--- config.mk ---
export PLATFORM = sky130hd
export DESIGN_NAME = pc_sequencer
export DESIGN_NICKNAME = d
export VERILOG_FILES = /design/src/rtl/pc_pkg.sv /design/src/rtl/ras_stack.sv /design/src/rtl/pc_sequencer.sv
export SDC_FILE = /design/constraint.sdc
export NUM_CORES = 1
export LEC_CHECK = 0
export CORE_ASPECT_RATIO = 0.5
export CORE_MARGIN = 1
export CORE_UTILIZATION = 56
export CTS_BUF_LIST = sky130_fd_sc_hd__clkbuf_8
export DETAILED_ROUTE_END_ITERATION = 12
export PLACE_DENSITY = 0.94
export SLEW_MARGIN = 30
export SYNTH_ARGS = -nofsm -noshare
export SYNTH_HDL_FRONTEND = slang
export SYNTH_HIERARCHICAL = 1
export SYNTH_SLANG_ARGS = --single-unit
--- constraint.sdc ---
create_clock -name clock -period 11.45 [get_ports clock]
set_clock_uncertainty 0.1 [all_clocks]
set_input_delay 1.7175 -clock clock [delete_from_list [all_inputs] [get_ports clock]]
set_output_delay 1.7175 -clock clock [all_outputs]
set_load 0.02 [all_outputs]
--- src/rtl/pc_pkg.sv ---
// Shared fetch-stage definitions: next-PC source encoding and the default
// step and vector values that decode also relies on.
package pc_pkg;

   typedef enum logic [2:0] {
      SRC_SEQ,
      SRC_JUMP,
      SRC_BRANCH,
      SRC_RET,
      SRC_TRAP
   } pc_src_e;

   localparam int          DEFAULT_STEP         = 4;
   localparam logic [31:0] DEFAULT_RESET_VECTOR = 32'h0000_0000;
   localparam logic [31:0] DEFAULT_TRAP_VECTOR  = 32'h0000_0004;

endpackage

--- src/rtl/ras_stack.sv ---
// Circular return-address stack. A push into a full stack silently replaces
// the oldest entry; a pop together with a push replaces the top in place.
module ras_stack #(
   parameter int DEPTH = 4,
   parameter int WIDTH = 32
) (
   input  logic             clock,
   input  logic             reset,
   input  logic             push,
   input  logic             pop,
   input  logic [WIDTH-1:0] push_data,
   output logic [WIDTH-1:0] top,
   output logic             empty,
   output logic             full,
   output logic             overwrite,
   output logic             underflow
);

   localparam int PW = $clog2(DEPTH);
   localparam int CW = PW + 1;

   logic [PW-1:0]    ptr_reg, ptr_next, wr_idx;
   logic [CW-1:0]    count_reg, count_next;
   logic [WIDTH-1:0] mem [DEPTH];
   logic             do_pop;

   assign empty     = (count_reg == '0);
   assign full      = (count_reg == CW'(DEPTH));
   assign do_pop    = pop & ~empty;
   assign overwrite = push & full & ~do_pop;
   assign underflow = pop & empty;
   assign top       = mem[ptr_reg];

   always_comb begin
      ptr_next   = ptr_reg;
      count_next = count_reg;
      wr_idx     = ptr_reg;
      if (do_pop && push) begin
         // pop-then-push collapses to rewriting the current top slot
         wr_idx = ptr_reg;
      end else if (do_pop) begin
         ptr_next   = ptr_reg - PW'(1);
         count_next = count_reg - CW'(1);
      end else if (push) begin
         ptr_next = ptr_reg + PW'(1);
         wr_idx   = ptr_reg + PW'(1);
         if (!full) begin
            count_next = count_reg + CW'(1);
         end
      end
   end

   always_ff @(posedge clock) begin
      if (reset) begin
         ptr_reg   <= '0;
         count_reg <= '0;
      end else begin
         ptr_reg   <= ptr_next;
         count_reg <= count_next;
      end
   end

   always_ff @(posedge clock) begin
      if (push) begin
         mem[wr_idx] <= push_data;
      end
   end

endmodule

--- src/rtl/pc_sequencer.sv ---
// Fetch-stage program counter: prioritised next-PC selection, target
// alignment check, return-address prediction and sticky RAS error flags.
module pc_sequencer
   import pc_pkg::*;
#(
   parameter int              XLEN         = 32,
   parameter logic [XLEN-1:0] RESET_VECTOR = XLEN'(DEFAULT_RESET_VECTOR),
   parameter logic [XLEN-1:0] TRAP_VECTOR  = XLEN'(DEFAULT_TRAP_VECTOR),
   parameter int              STEP         = DEFAULT_STEP,
   parameter int              RAS_DEPTH    = 4,
   parameter int              ALIGN_BITS   = 2
) (
   input  logic            clock,
   input  logic            reset,
   input  logic            stall,
   input  logic            trap,
   input  logic            branch_taken,
   input  logic [XLEN-1:0] branch_target,
   input  logic            jump,
   input  logic [XLEN-1:0] jump_target,
   input  logic            call,
   input  logic            ret,
   input  logic [XLEN-1:0] ret_target,
   output logic [XLEN-1:0] pc,
   output logic [XLEN-1:0] pc_plus_step,
   output logic            misaligned,
   output logic            ras_empty,
   output logic            ras_full,
   output logic            ras_overflow,
   output logic            ras_underflow
);

   localparam logic [XLEN-1:0] ALIGN_MASK = XLEN'((64'd1 << ALIGN_BITS) - 64'd1);

   logic [XLEN-1:0] pc_reg, pc_next, raw_target, ras_top;
   logic            misaligned_reg, misaligned_next;
   logic            overflow_reg, underflow_reg;
   logic            hold, redirect, ras_active, ras_push, ras_pop;
   logic            ras_overwrite, ras_underflow_event;
   pc_src_e         src;

   assign pc_plus_step = pc_reg + XLEN'(STEP);
   assign hold         = stall & ~trap;
   // The RAS only moves when the return/call actually steers the PC
   assign ras_active   = ~trap & ~stall & ~branch_taken;
   assign ras_push     = ras_active & call;
   assign ras_pop      = ras_active & ret;

   ras_stack #(
      .DEPTH (RAS_DEPTH),
      .WIDTH (XLEN)
   ) u_ras (
      .clock     (clock),
      .reset     (reset),
      .push      (ras_push),
      .pop       (ras_pop),
      .push_data (pc_plus_step),
      .top       (ras_top),
      .empty     (ras_empty),
      .full      (ras_full),
      .overwrite (ras_overwrite),
      .underflow (ras_underflow_event)
   );

   always_comb begin
      src = SRC_SEQ;
      if (trap)              src = SRC_TRAP;
      else if (branch_taken) src = SRC_BRANCH;
      else if (ret)          src = SRC_RET;
      else if (jump)         src = SRC_JUMP;
   end

   always_comb begin
      raw_target = pc_plus_step;
      redirect   = 1'b0;
      case (src)
         SRC_BRANCH: begin raw_target = branch_target; redirect = 1'b1; end
         SRC_RET: begin
            raw_target = ras_empty ? ret_target : ras_top;
            redirect   = 1'b1;
         end
         SRC_JUMP:   begin raw_target = jump_target; redirect = 1'b1; end
         default:    ;
      endcase
   end

   always_comb begin
      pc_next         = pc_plus_step;
      misaligned_next = 1'b0;
      if (hold) begin
         pc_next         = pc_reg;
         misaligned_next = misaligned_reg;
      end else if (src == SRC_TRAP) begin
         pc_next = TRAP_VECTOR;
      end else if (redirect) begin
         pc_next         = raw_target & ~ALIGN_MASK;
         misaligned_next = |(raw_target & ALIGN_MASK);
      end
   end

   always_ff @(posedge clock) begin
      if (reset) begin
         pc_reg         <= RESET_VECTOR;
         misaligned_reg <= 1'b0;
         overflow_reg   <= 1'b0;
         underflow_reg  <= 1'b0;
      end else begin
         pc_reg         <= pc_next;
         misaligned_reg <= misaligned_next;
         overflow_reg   <= overflow_reg | ras_overwrite;
         underflow_reg  <= underflow_reg | ras_underflow_event;
      end
   end

   assign pc            = pc_reg;
   assign misaligned    = misaligned_reg;
   assign ras_overflow  = overflow_reg;
   assign ras_underflow = underflow_reg;

endmodule
Word level (Yosys, flattened, before mapping):

Memories as Yosys holds them, arrays and structs flattened. A register that Yosys moved wholly into a read port is not among the register bits.
Cells that the tools add are included.

* bits in registers: 40
* memory bits (writable): 128
* word-level logic and storage cells: 63
* memories kept: 1

* $add $sub $neg: 5
* eq/ne operators: 6
* muxes and demuxes: 22
* bitwise operators: 17
* reduce and logical (&&, ||, !) cells: 6

Memories
* u_ras.mem: depth 4, bits a word 32, rd ports 1, clocked after Yosys merged registers in 1, wr ports 1, RTL line ras_stack.sv:24 `logic [WIDTH-1:0] mem [DEPTH];`

Operators with widths (count)
* 32-bit two-way mux: 3
* 32-bit case mux with 3 select lines: 1
* 32-bit by 3-bit adder with 32-bit output (second input constant): 1
* 2-bit two-way mux: 8
* 3-bit two-way mux: 4
* 1-bit bitwise AND: 9
* 3-bit by 2-bit == test with 1-bit output (second input constant): 2
* 3-bit == test (second input constant): 2
* 1-bit two-way mux: 6
* 1-bit NOT: 6
* 3-bit by 1-bit adder with 3-bit output (second input constant): 1
* 3-bit by 1-bit == test with 1-bit output (second input constant): 1
* 3-bit logical NOT: 1
* 3-bit AND reduction: 1
* 3-bit OR reduction: 1
* 3-bit by 1-bit subtractor with 3-bit output (second input constant): 1
* 2-bit by 1-bit adder with 2-bit output (second input constant): 1
* 2-bit inequality test (second input constant): 1
* 1-bit OR: 2
* 2-bit nonzero test: 1
* 2-bit OR reduction: 1
* 2-bit by 1-bit subtractor with 2-bit output (second input constant): 1
* 1-bit logical AND: 1

Depth between registers and ports, before layout:

Gate-level depths: netlist of the first run.

* word-level depth: 9
* gate-level depth with buffers: 11
* gate-level depth less buffers: 9

Modules after synthesis:

The synthesis of the first run kept the hierarchy.

By module, submodules not included
* ras_stack: instances 1, cells an instance 234, area each 5172.5 um2, seq. area each 3983.8 um2
* pc_sequencer: instances 1, cells an instance 446, area each 3185.6 um2, seq. area each 660.6 um2

Least setup slack after synthesis of the first run:

Ideal clock, no wire load.

* kind: input-to-reg
* start: input branch_taken
* end: memory u_ras.mem[0][0], enable pin
* arrival time: 4888 ps
* path slack: 6032 ps
* stages on the path: 7
* buffers on the path: 2
* cell sequence: clkbuf_1 > or4b_2 > inv_1 > clkbuf_2 > o31ai_4 > or3_1 > a21boi_1

* cells in the longest elaborated chain, start to end: 6

RTL lines
* start: declaration: RTL line pc_sequencer.sv:17 `input logic branch_taken,`
* 1-bit NOT (*): RTL line pc_sequencer.sv:45 `assign ras_active = ~trap & ~stall & ~branch_taken;`
* 1-bit bitwise AND (*): RTL line pc_sequencer.sv:45
* 1-bit bitwise AND (*): RTL line pc_sequencer.sv:47 `assign ras_pop = ras_active & ret;`
* net ras_pop: RTL line pc_sequencer.sv:38 `logic hold, redirect, ras_active, ras_push, ras_pop;`
* 1-bit bitwise AND (*): RTL line ras_stack.sv:29 `assign do_pop = pop & ~empty;`
* 2-bit two-way mux or 1-bit logical AND (tied branches): RTL line ras_stack.sv:41, ras_stack.sv:38
* 2-bit two-way mux (*): RTL line ras_stack.sv:38 `if (do_pop && push) begin`
* end: declaration: RTL line ras_stack.sv:24

The timed path passes the listed nets; every way through them passes the cells marked *.

Final worst setup path of the first run:

* start: register pc_reg[2] (netlist: pc[2])
* end: output pc_plus_step[24]

* cells in the longest elaborated chain, start to end: 1

RTL lines
* start: declaration: RTL line pc_sequencer.sv:35 `logic [XLEN-1:0] pc_reg, pc_next, raw_target, ras_top;`
* start signal: assignment: RTL line pc_sequencer.sv:108 `pc_reg <= pc_next;`
* 32-bit by 3-bit adder with 32-bit output: RTL line pc_sequencer.sv:42 `assign pc_plus_step = pc_reg + XLEN'(STEP);`
* end: declaration: RTL line pc_sequencer.sv:25 `output logic [XLEN-1:0] pc_plus_step,`

No other way between the ends.

==> results of run 1 <==
[path summary, 6_finish.rpt]
path,endpoint,cells after the start,start
worst min-delay path,ras_underflow,2,ras_underflow
worst max-delay path,pc_plus_step[24],8,pc[2]
worst min register to register,ras_underflow,2,ras_underflow
worst max register to register,u_ras/mem[0][24],7,pc[2]
[power by group]
| group | internal, W | leakage [nW] | switching, W | total [W] |
|---|---|---|---|---|
| clock network | 0.000201 | 0.195 | 0.000235 | 0.000435 |
| logic | 0.0000697 | 1.91 | 0.0000674 | 0.000137 |
| registers | 0.000657 | 1.50 | 0.00000924 | 0.000667 |
[synth_stat cells, types with 8 or more instances]
cell       instances  area (sq um)
o21ai_0           43         215.2
mux4_2            32         720.7
o2bb2ai_1          8         70.07
mux2i_1           26         260.3
nor2_1            37         138.9
nand3_1           15         75.07
nand2_1           66         247.7
dfxtp_1           40         800.8
xnor2_1           19         166.4
nand4_1            9         56.30
a31oi_1            9         56.30
clkbuf_1          33         123.9
nand3b_1          15         112.6
edfxtp_1         128          3844
xor2_1            12         105.1
a21oi_1           35         175.2
nor3_1            10         50.05
nor4_1            10         62.56
[layer usage]
metal	track usage, %	part of all wire, %
met1	39.62	38
met2	52.27	49
met3	5.928	9.4
met4	15.49	3.8
met5	0	0
[layout make-up]
class | instances | area (sq um)
flip-flops and latches | 168 | 4646
well taps | 198 | 247.7
inverters | 4 | 15.01
multi-input cells | 462 | 3512
clock inverters | 14 | 147.6
repair buffers | 181 | 1777
fillers | 893 | 3914
clock buffers | 18 | 247.7
[through the flow]
step	hold WS (ns)	instances	area [sq um]	setup WS (ns)	utilization, %
final	0.3803	1045	10590	5.582	73.02
after global routing	0.3975	1045	10590	5.421	73.02
after CTS	0.3772	1045	10590	5.681	72.97
after detailed placement	0.3585	1013	10190	5.585	70.24
after global placement	0.3484	1013	10180	5.762	70.15
after floorplan	0.4304	691	8399	6.032	-
[cell families after synthesis]
logic type	synth area share, %
other	0.04487
multiplexers	12.28
AO/OA/AOI/OAI	11.36
AND/OR/NAND/NOR	13.47
flip-flops	55.57
buffers and inverters	3.533
adder cells (fa/ha/maj)	0.2994
XOR/XNOR	3.443
[worst max-delay path, cell delays in order, from the launching register on]
cell	delay, ns
dfxtp_1	0.46
ha_1	0.38
and3_1	0.27
nor3b_1	0.70
buf_4	0.28
and3_1	0.24
nand3_1	0.15
xnor2_1	0.41
clkdlybuf4s50_1	0.69
==> impl_metrics.py, run 1 <==
metrics = {
    "cells_and_area": {
        "final_common_cell": "clkdlybuf4s50_1",
        "layout_common_cells": "clkdlybuf4s50_1, edfxtp_1, nand2_1",
        "antenna_cells": 0,
        "drive_gt1_share_pct": 12.40,
        "area_delta_synth_final_pct": 26.74,
        "nets": 940,
        "largest_register_ffs": 128,
    },
    "power": {
        "p_per_area_nw_per_um2": 117.0,
        "finalPower_w": 0.001239,
        "vdd_ir_drop_max_mv": 0.06080,
        "leakagePower_nw": 3.607,
    },
    "place": {
        "dp.final_hpwl_um": 15650,
        "port_buffers": 168,
        "gp_congestion": 0.8746,
    },
    "sta": {
        "timing.fmax_ghz": 0.1704,
        "relSlewSlack_pct": 32.77,
        "min_period_over_period_pct": 51.25,
        "finalHoldViolations": 0,
        "min_period_ns": 5.868,
        "setup_viol_count_final": 0,
        "worst_slew_pin_slew_ns": 1.005,
        "setup-tns-final_ns": 0,
        "slew_violations": 0,
        "rsz0062_at_grt": "no",
    },
    "logic_synthesis": {
        "yosys_warnings": 6,
        "synth-edff-count": 128,
        "synth_cell_types": 71,
        "ys_seq_area_share_pct": 55.57,
        "synth_ff_type": "edfxtp_1",
        "syn_inst": 680,
        "syn_avg_cell_area_sq_um": 12.29,
        "synthesis.area_sq_um": 8358,
        "yosys_register_bits": 168,
        "async_flop_share_pct": 0,
    },
    "detailed_routing": {
        "wirelength_um": 23700,
        "drc_errors": 2,
        "vias": 6848,
        "ant_nets": 0,
        "wire_per_inst_um": 22.68,
        "drtIter0Drc": 797,
        "vias_per_cell": 6.553,
        "firstDrtPassIters": 10,
    },
    "global_routing": {
        "track_usage_pct": 31.06,
        "grt_max_degree": 65,
        "antenna_found_initial": 0,
        "overflow": 0,
        "grt_pass1_vias": 6540,
        "grt_pass1_wl_um": 35520,
    },
    "floorplan": {
        "start_util_pct": 57.62,
        "dieArea_sq_um": 15450,
        "fp.coreArea_sq_um": 14510,
        "die_h_um": 88.39,
        "dieWidth_um": 174.8,
        "io_pins": 173,
        "rows": 31,
    },
    "clock_network": {
        "clock-sinks": 168,
        "h-tree-depth": 4,
        "cts_hold_buf": 0,
        "cts.clk_slew.worst_paths_ns": 0.09,
        "cts_resized": 0,
        "clk_latency_ns": 0.48,
        "numCtsBuffers": 17,
        "max-clock-path-buffers": 2,
        "cts_tree": "done",
        "cts_setup_buffers": 0,
        "root_buffer": "clkbuf_8",
    },
    "job": {
        "max-cap-violations": 0,
    },
    "min_path": {
        "hp-class": "reg -> reg",
    },
    "status": {
        "status": "complete, but fails checks",
        "violations": "DRC",
    },
    "worst_setup_path": {
        "cp.arrival_ns": 4.05,
        "endpoint_kind": "output port",
        "crit_fanout": 7,
        "cp-start-kind": "flip-flop",
        "crit_type": "reg -> out",
        "rrSetupSlack_ns": 8.23,
        "cp.required_ns": 9.63,
    },
}
Power figures use the tool's default switching activity.
==> inputs of run 2 (changes only) <==
--- a/config.mk
+++ b/config.mk
@@ -7,10 +7,10 @@
 export LEC_CHECK = 0
 export CORE_ASPECT_RATIO = 0.5
 export CORE_MARGIN = 1
-export CORE_UTILIZATION = 56
+export CORE_UTILIZATION = 48
 export CTS_BUF_LIST = sky130_fd_sc_hd__clkbuf_8
 export DETAILED_ROUTE_END_ITERATION = 12
-export PLACE_DENSITY = 0.94
+export PLACE_DENSITY = 0.87
 export SLEW_MARGIN = 30
 export SYNTH_ARGS = -nofsm -noshare
 export SYNTH_HDL_FRONTEND = slang
==> constraint.sdc (replaced) <==
create_clock -name clock -period 5.1 [get_ports clock]
set_clock_uncertainty 0.1 [all_clocks]
set_input_delay 0.765 -clock clock [delete_from_list [all_inputs] [get_ports clock]]
set_output_delay 0.765 -clock clock [all_outputs]
set_load 0.02 [all_outputs]
==> impl_metrics.py, run 2 (synthesis gave the netlist of run 1 again) <==
metrics = {
    "global_routing": {
        "track_usage_pct": 25.77,
        "antenna_found_initial": 0,
        "grt_pass1_vias": 6384,
        "grt_pass1_wl_um": 34550,
        "overflow": 0,
        "grt_max_degree": 65,
    },
    "power": {
        "p_per_area_nw_per_um2": 263.5,
        "vdd_ir_drop_max_mv": 0.1452,
        "leakagePower_nw": 3.620,
    },
    "detailed_routing": {
        "firstDrtPassIters": 6,
        "ant_nets": 0,
        "drtIter0Drc": 672,
        "vias": 6532,
        "wirelength_um": 22890,
        "vias_per_cell": 6.076,
        "drc_errors": 0,
        "wire_per_inst_um": 21.30,
    },
    "sta": {
        "setup_viol_count_final": 0,
        "min_period_over_period_pct": 83.95,
        "relSlewSlack_pct": 40.03,
        "timing.fmax_ghz": 0.2336,
        "worst_slew_pin_slew_ns": 0.8947,
        "rsz0062_at_grt": "no",
        "setup_slack_ns": 0.8184,
        "setup-tns-final_ns": 0,
        "min_period_ns": 4.282,
        "slew_violations": 0,
        "whs_ns": 0.3796,
        "finalHoldViolations": 0,
    },
    "cells_and_area": {
        "nets": 941,
        "final_cell_count_no_fill": 1075,
        "layout_common_cells": "clkdlybuf4s50_1, edfxtp_1, nand2_1",
        "drive_gt1_share_pct": 12.74,
        "area_delta_synth_final_pct": 27.35,
        "antenna_cells": 0,
        "largest_register_ffs": 128,
        "final_common_cell": "clkdlybuf4s50_1",
    },
    "place": {
        "dp.final_hpwl_um": 15910,
        "dpl.cell_count": 1043,
        "gp_congestion": 0.8743,
        "port_buffers": 168,
        "place_ws_ns": 0.8940,
    },
    "worst_setup_path": {
        "path_cells": "nand3_2 -> or4_4 -> or4b_4 -> xnor2_2 -> clkdlybuf4s50_1",
        "crit_type": "reg -> out",
        "endpoint_kind": "output port",
        "cp.arrival_ns": 3.42,
        "cp-start-kind": "flip-flop",
        "crit_fanout": 10,
        "regToRegEndpoint": "pc[12]",
        "endpoint": "pc_plus_step[31]",
        "cp.required_ns": 4.24,
        "cpPeakStageDelay_ns": 0.71,
        "crit_start": "pc[4]",
        "rrSetupSlack_ns": 2.31,
        "slowest_stage": "clkdlybuf4s50_1",
        "worst-r2r-cell-count": 6,
    },
    "clock_network": {
        "clk_latency_ns": 0.47,
        "root_buffer": "clkbuf_8",
        "numCtsBuffers": 17,
        "cts_resized": 0,
        "max-clock-path-buffers": 2,
        "h-tree-depth": 4,
        "clock-sinks": 168,
        "cts_setup_buffers": 0,
        "cts_hold_buf": 0,
        "cts.clk_slew.worst_paths_ns": 0.10,
        "cts_tree": "done",
    },
    "floorplan": {
        "rows": 33,
        "die_h_um": 95.31,
        "io_pins": 173,
        "dieArea_sq_um": 17980,
        "dieWidth_um": 188.6,
        "start_util_pct": 50.11,
        "fp.coreArea_sq_um": 16680,
    },
    "min_path": {
        "hp-class": "reg -> reg",
    },
    "job": {
        "max-cap-violations": 0,
    },
    "status": {
        "status": "complete, no violations",
    },
}
run 2: cell count changes in the layout (fill, tap and decap cells not counted), sizes merged:
| cell | change |
|---|---|
| inv | +6 |
| clkbuf | -1 |
| clkinvlp | -3 |
| buf | +1 |
| clkinv | -2 |
run 2: power by group:
part | switching (W) | internal (W) | leakage [nW]
sequential | 0.0000226 | 0.00148 | 1.50
combinational | 0.000148 | 0.000157 | 1.90
clock | 0.000542 | 0.000459 | 0.218
total | 0.000713 | 0.00209 | 3.62
run 2: worst min-delay path by stage:
stage	startpoint	end	cells past startpoint
2_1_floorplan	misaligned	misaligned	2
3_3_place_gp	misaligned	misaligned	2
3_5_place_dp	misaligned	misaligned	2
4_1_cts	misaligned	misaligned	2
5_1_grt	misaligned	misaligned	2
6_report	misaligned	misaligned	2
run 2: routing by layer:
metal | GRT usage [%] | wire length (um) | up-vias
li1 | - | - | 2926
met1 | 33.24 | 9426 | 3216
met2 | 43.81 | 11270 | 330
met3 | 4.306 | 1607 | 60
met4 | 11.02 | 587 | 0
met5 | 0 | 0 | -
run 2: worst max-delay path, delay by kind of cell (launching register included):
family / cells / cell delay [ns]
flops: 1 / 0.57
simple gates: 3 / 1.41
buf+inv: 1 / 0.71
xor+xnor: 1 / 0.28
run 2: cell type report:
cell class / instances / area, sq um
flip-flops and latches: 168 / 4647
clock inverters: 15 / 180.2
multi-input cells: 462 / 3500
fillers: 1191 / 6037
inverters: 4 / 15.01
well taps: 227 / 284.0
clock buffers: 17 / 234.0
repair buffers: 182 / 1784
run 2: per-stage QoR:
step / total power, W / area [sq um] / utilization [%]
finish: 0.002804 / 10640 / 63.81
detailed placement: 0.001828 / 10220 / 61.28
global placement: 0.001820 / 10210 / 61.23
floorplan: 0.001674 / 8399 / -
CTS: 0.002806 / 10640 / 63.76
global route: 0.002882 / 10640 / 63.81
==> variant: new RTL, settings of run 1 <==
Set the parameter `RAS_DEPTH` to 8 (it was 4).
--- a/src/rtl/pc_sequencer.sv
+++ b/src/rtl/pc_sequencer.sv
@@ -7,7 +7,7 @@
    parameter logic [XLEN-1:0] RESET_VECTOR = XLEN'(DEFAULT_RESET_VECTOR),
    parameter logic [XLEN-1:0] TRAP_VECTOR  = XLEN'(DEFAULT_TRAP_VECTOR),
    parameter int              STEP         = DEFAULT_STEP,
-   parameter int              RAS_DEPTH    = 4,
+   parameter int              RAS_DEPTH    = 8,
    parameter int              ALIGN_BITS   = 2
 ) (
    input  logic            clock,
Function: changed (Yosys sat finds a counterexample within 10 cycles, from zero or initial values and one cycle with reset high).
==> variant against run 1 <==
Clock power grew 81%. Setup slack improved by 110 ps. Fmax is 1.8% higher. Power grew 73%. Routed wire length up 55%. Sequential cell count increased by 131. Design area rose by 56%. Synthesized area up 62%. Sequential share of layout area rose by 7.9 points. Critical path type unchanged. Largest power group unchanged.
==> variant: results (changes against run 1) <==
| Metric | Value |
|---|---|
| Register area share after synthesis | `63.3% (+7.7 points)` |
| Clk slew on worst S/H paths | `70 ps (-20 ps)` |
| Tot GR Track Use | `30.0% (-1.0 points)` |
| FF-to-FF path depth | `4 (-3)` |
| Status | `completed` |
| Peak supply drop | `69.9 uV (+15%)` |
| Reg2reg start | `u_ras/count_reg[2]` |
| WP data arrival | `3940 ps (-110 ps)` |
| Initial DRC count | `1599 (+100%)` |
| Syn Area/Cell | `14.9 sq um (+21%)` |
| Worst Hold Endpoint | `misaligned` |
| HP Start | `misaligned` |
| Clock Tree Buf Depth | `3 (+1)` |
| Via/cell ratio | `6.51 (-0.61%)` |
| R2R Path End | `u_ras/mem[3][13]` |
| Cell at the root of the clock tree | `clkbuf_8` |
| Fraction of registers with async set or reset after synthesis | `0% (unchanged)` |
| H-tree lvl count | `2 (-2)` |
| Pleak | `5.58 nW (+55%)` |
| Dominant cells by area after synthesis | `edfxtp_1 57%, mux4_2 11%, dfxtp_1 6.4%` |
| Worst Tran Pin Value | `954 ps (-51.4 ps)` |
| RePlAce Congestion | `0.932 (+6.6%)` |
| Vias in the first global route | `9498 (+45%)` |
| Reg2reg setup slack | `8140 ps (-90 ps)` |
| Fill cells | `1272 (+42%)` |
| CTS Buf Count | `42 (+25)` |
| Crit-path max FO | `12 (+5)` |
| Vias | `9320 (+36%)` |
| Detailed Routing Iterations Pass 1 | `6 (-4)` |
| Number of flops mapped to enable cells by yosys | `256 (+100%)` |
| HPWL Detailed | `22.9 mm (+46%)` |
| Synthesis Warnings | `6 (unchanged)` |
| Layout cell share with drive strength beyond 1 | `18.6% (+6.2 points)` |
| CORE AREA | `23200 sq um (+60%)` |
| First-pass GRT wire length | `55.8 mm (+57%)` |
| Worst skew pair latency | `550 ps (+70 ps)` |
| Netlist cell types | `69 (-2.8%)` |
| Layout Nets | `1201 (+28%)` |
| Commonest cells post-synth | `256 x edfxtp_1, 66 x nand2_1, 64 x mux4_2` |
| Max reg flops | `256 (+100%)` |
| Drt wl/cell | `25.6 microns (+13%)` |
-- variant: cells by family (layout without fill, tap and decap cells) --
| family | Yosys count | after routing | share of synthesized area, % |
|---|---|---|---|
| flops | 299 | 299 | 63.3 |
| simple gates | 214 | 214 | 8.25 |
| compound gates | 145 | 145 | 7.21 |
| mux | 129 | 129 | 15.8 |
| buf+inv | 78 | 276 | 2.46 |
| xor+xnor | 35 | 35 | 2.33 |
| fa+ha+maj | 6 | 6 | 0.611 |
| other cells | 1 | 20 | 0.0278 |
-- variant: worst max path at each step --
stage / end / cells after the start / slack [ps] / startpoint
after floorplan: u_ras/mem[1][0] / 8 / 4320 / branch_taken
after global placement: u_ras/mem[4][20] / 7 / 5370 / trap
after detailed placement: u_ras/mem[2][8] / 7 / 5400 / trap
after CTS: pc_plus_step[22] / 8 / 5780 / pc[2]
after global routing: pc_plus_step[22] / 8 / 5540 / pc[2]
final: pc_plus_step[22] / 8 / 5690 / pc[2]
-- variant: report_power, final --
| group | internal [mW] | switching (mW) | total, mW |
|---|---|---|---|
| sequential | 1.18 | 0.00950 | 1.19 |
| clock | 0.386 | 0.401 | 0.788 |
| combinational | 0.0787 | 0.0838 | 0.163 |
-- variant: per-stage QoR --
stage / hold slack (ps) / area, sq um / worst slack [ps] / power [mW]
floorplan: 415 / 13600 / 4320 / 1.29
global placement: 341 / 15600 / 5370 / 1.36
detailed placement: 357 / 15700 / 5400 / 1.37
CTS: 365 / 16500 / 5780 / 2.14
global route: 385 / 16500 / 5540 / 2.20
finish: 367 / 16500 / 5690 / 2.14
-- variant: area by class of cell --
type	count	area [sq um]	area share (%)
repair buffers	189	1880	11.4
clock inverters	32	158	0.955
well taps	307	384	2.33
inverters	10	37.5	0.227
multi-input cells	549	4890	29.6
clock buffers	45	619	3.75
flip-flops and latches	299	8550	51.8
-- variant: worst max-delay path: stages, from the launching register on --
cell and delay, ps:
dfxtp_1 460, ha_1 380, and3_1 310, nor3b_1 210, buf_4 220, and3_1 230
nand3_1 140, xnor2_1 660, clkdlybuf4s50_1 780
-- variant: metal layers --
| layer | vias up | track usage (%) | part of all wire [%] |
|---|---|---|---|
| met4 | 0 | 14.1 | 4.8 |
| met2 | 676 | 50.3 | 49 |
| met3 | 135 | 5.62 | 10 |
| met1 | 4567 | 38.5 | 36 |
| li1 | 3942 | - | - |
| met5 | - | 0 | 0 |
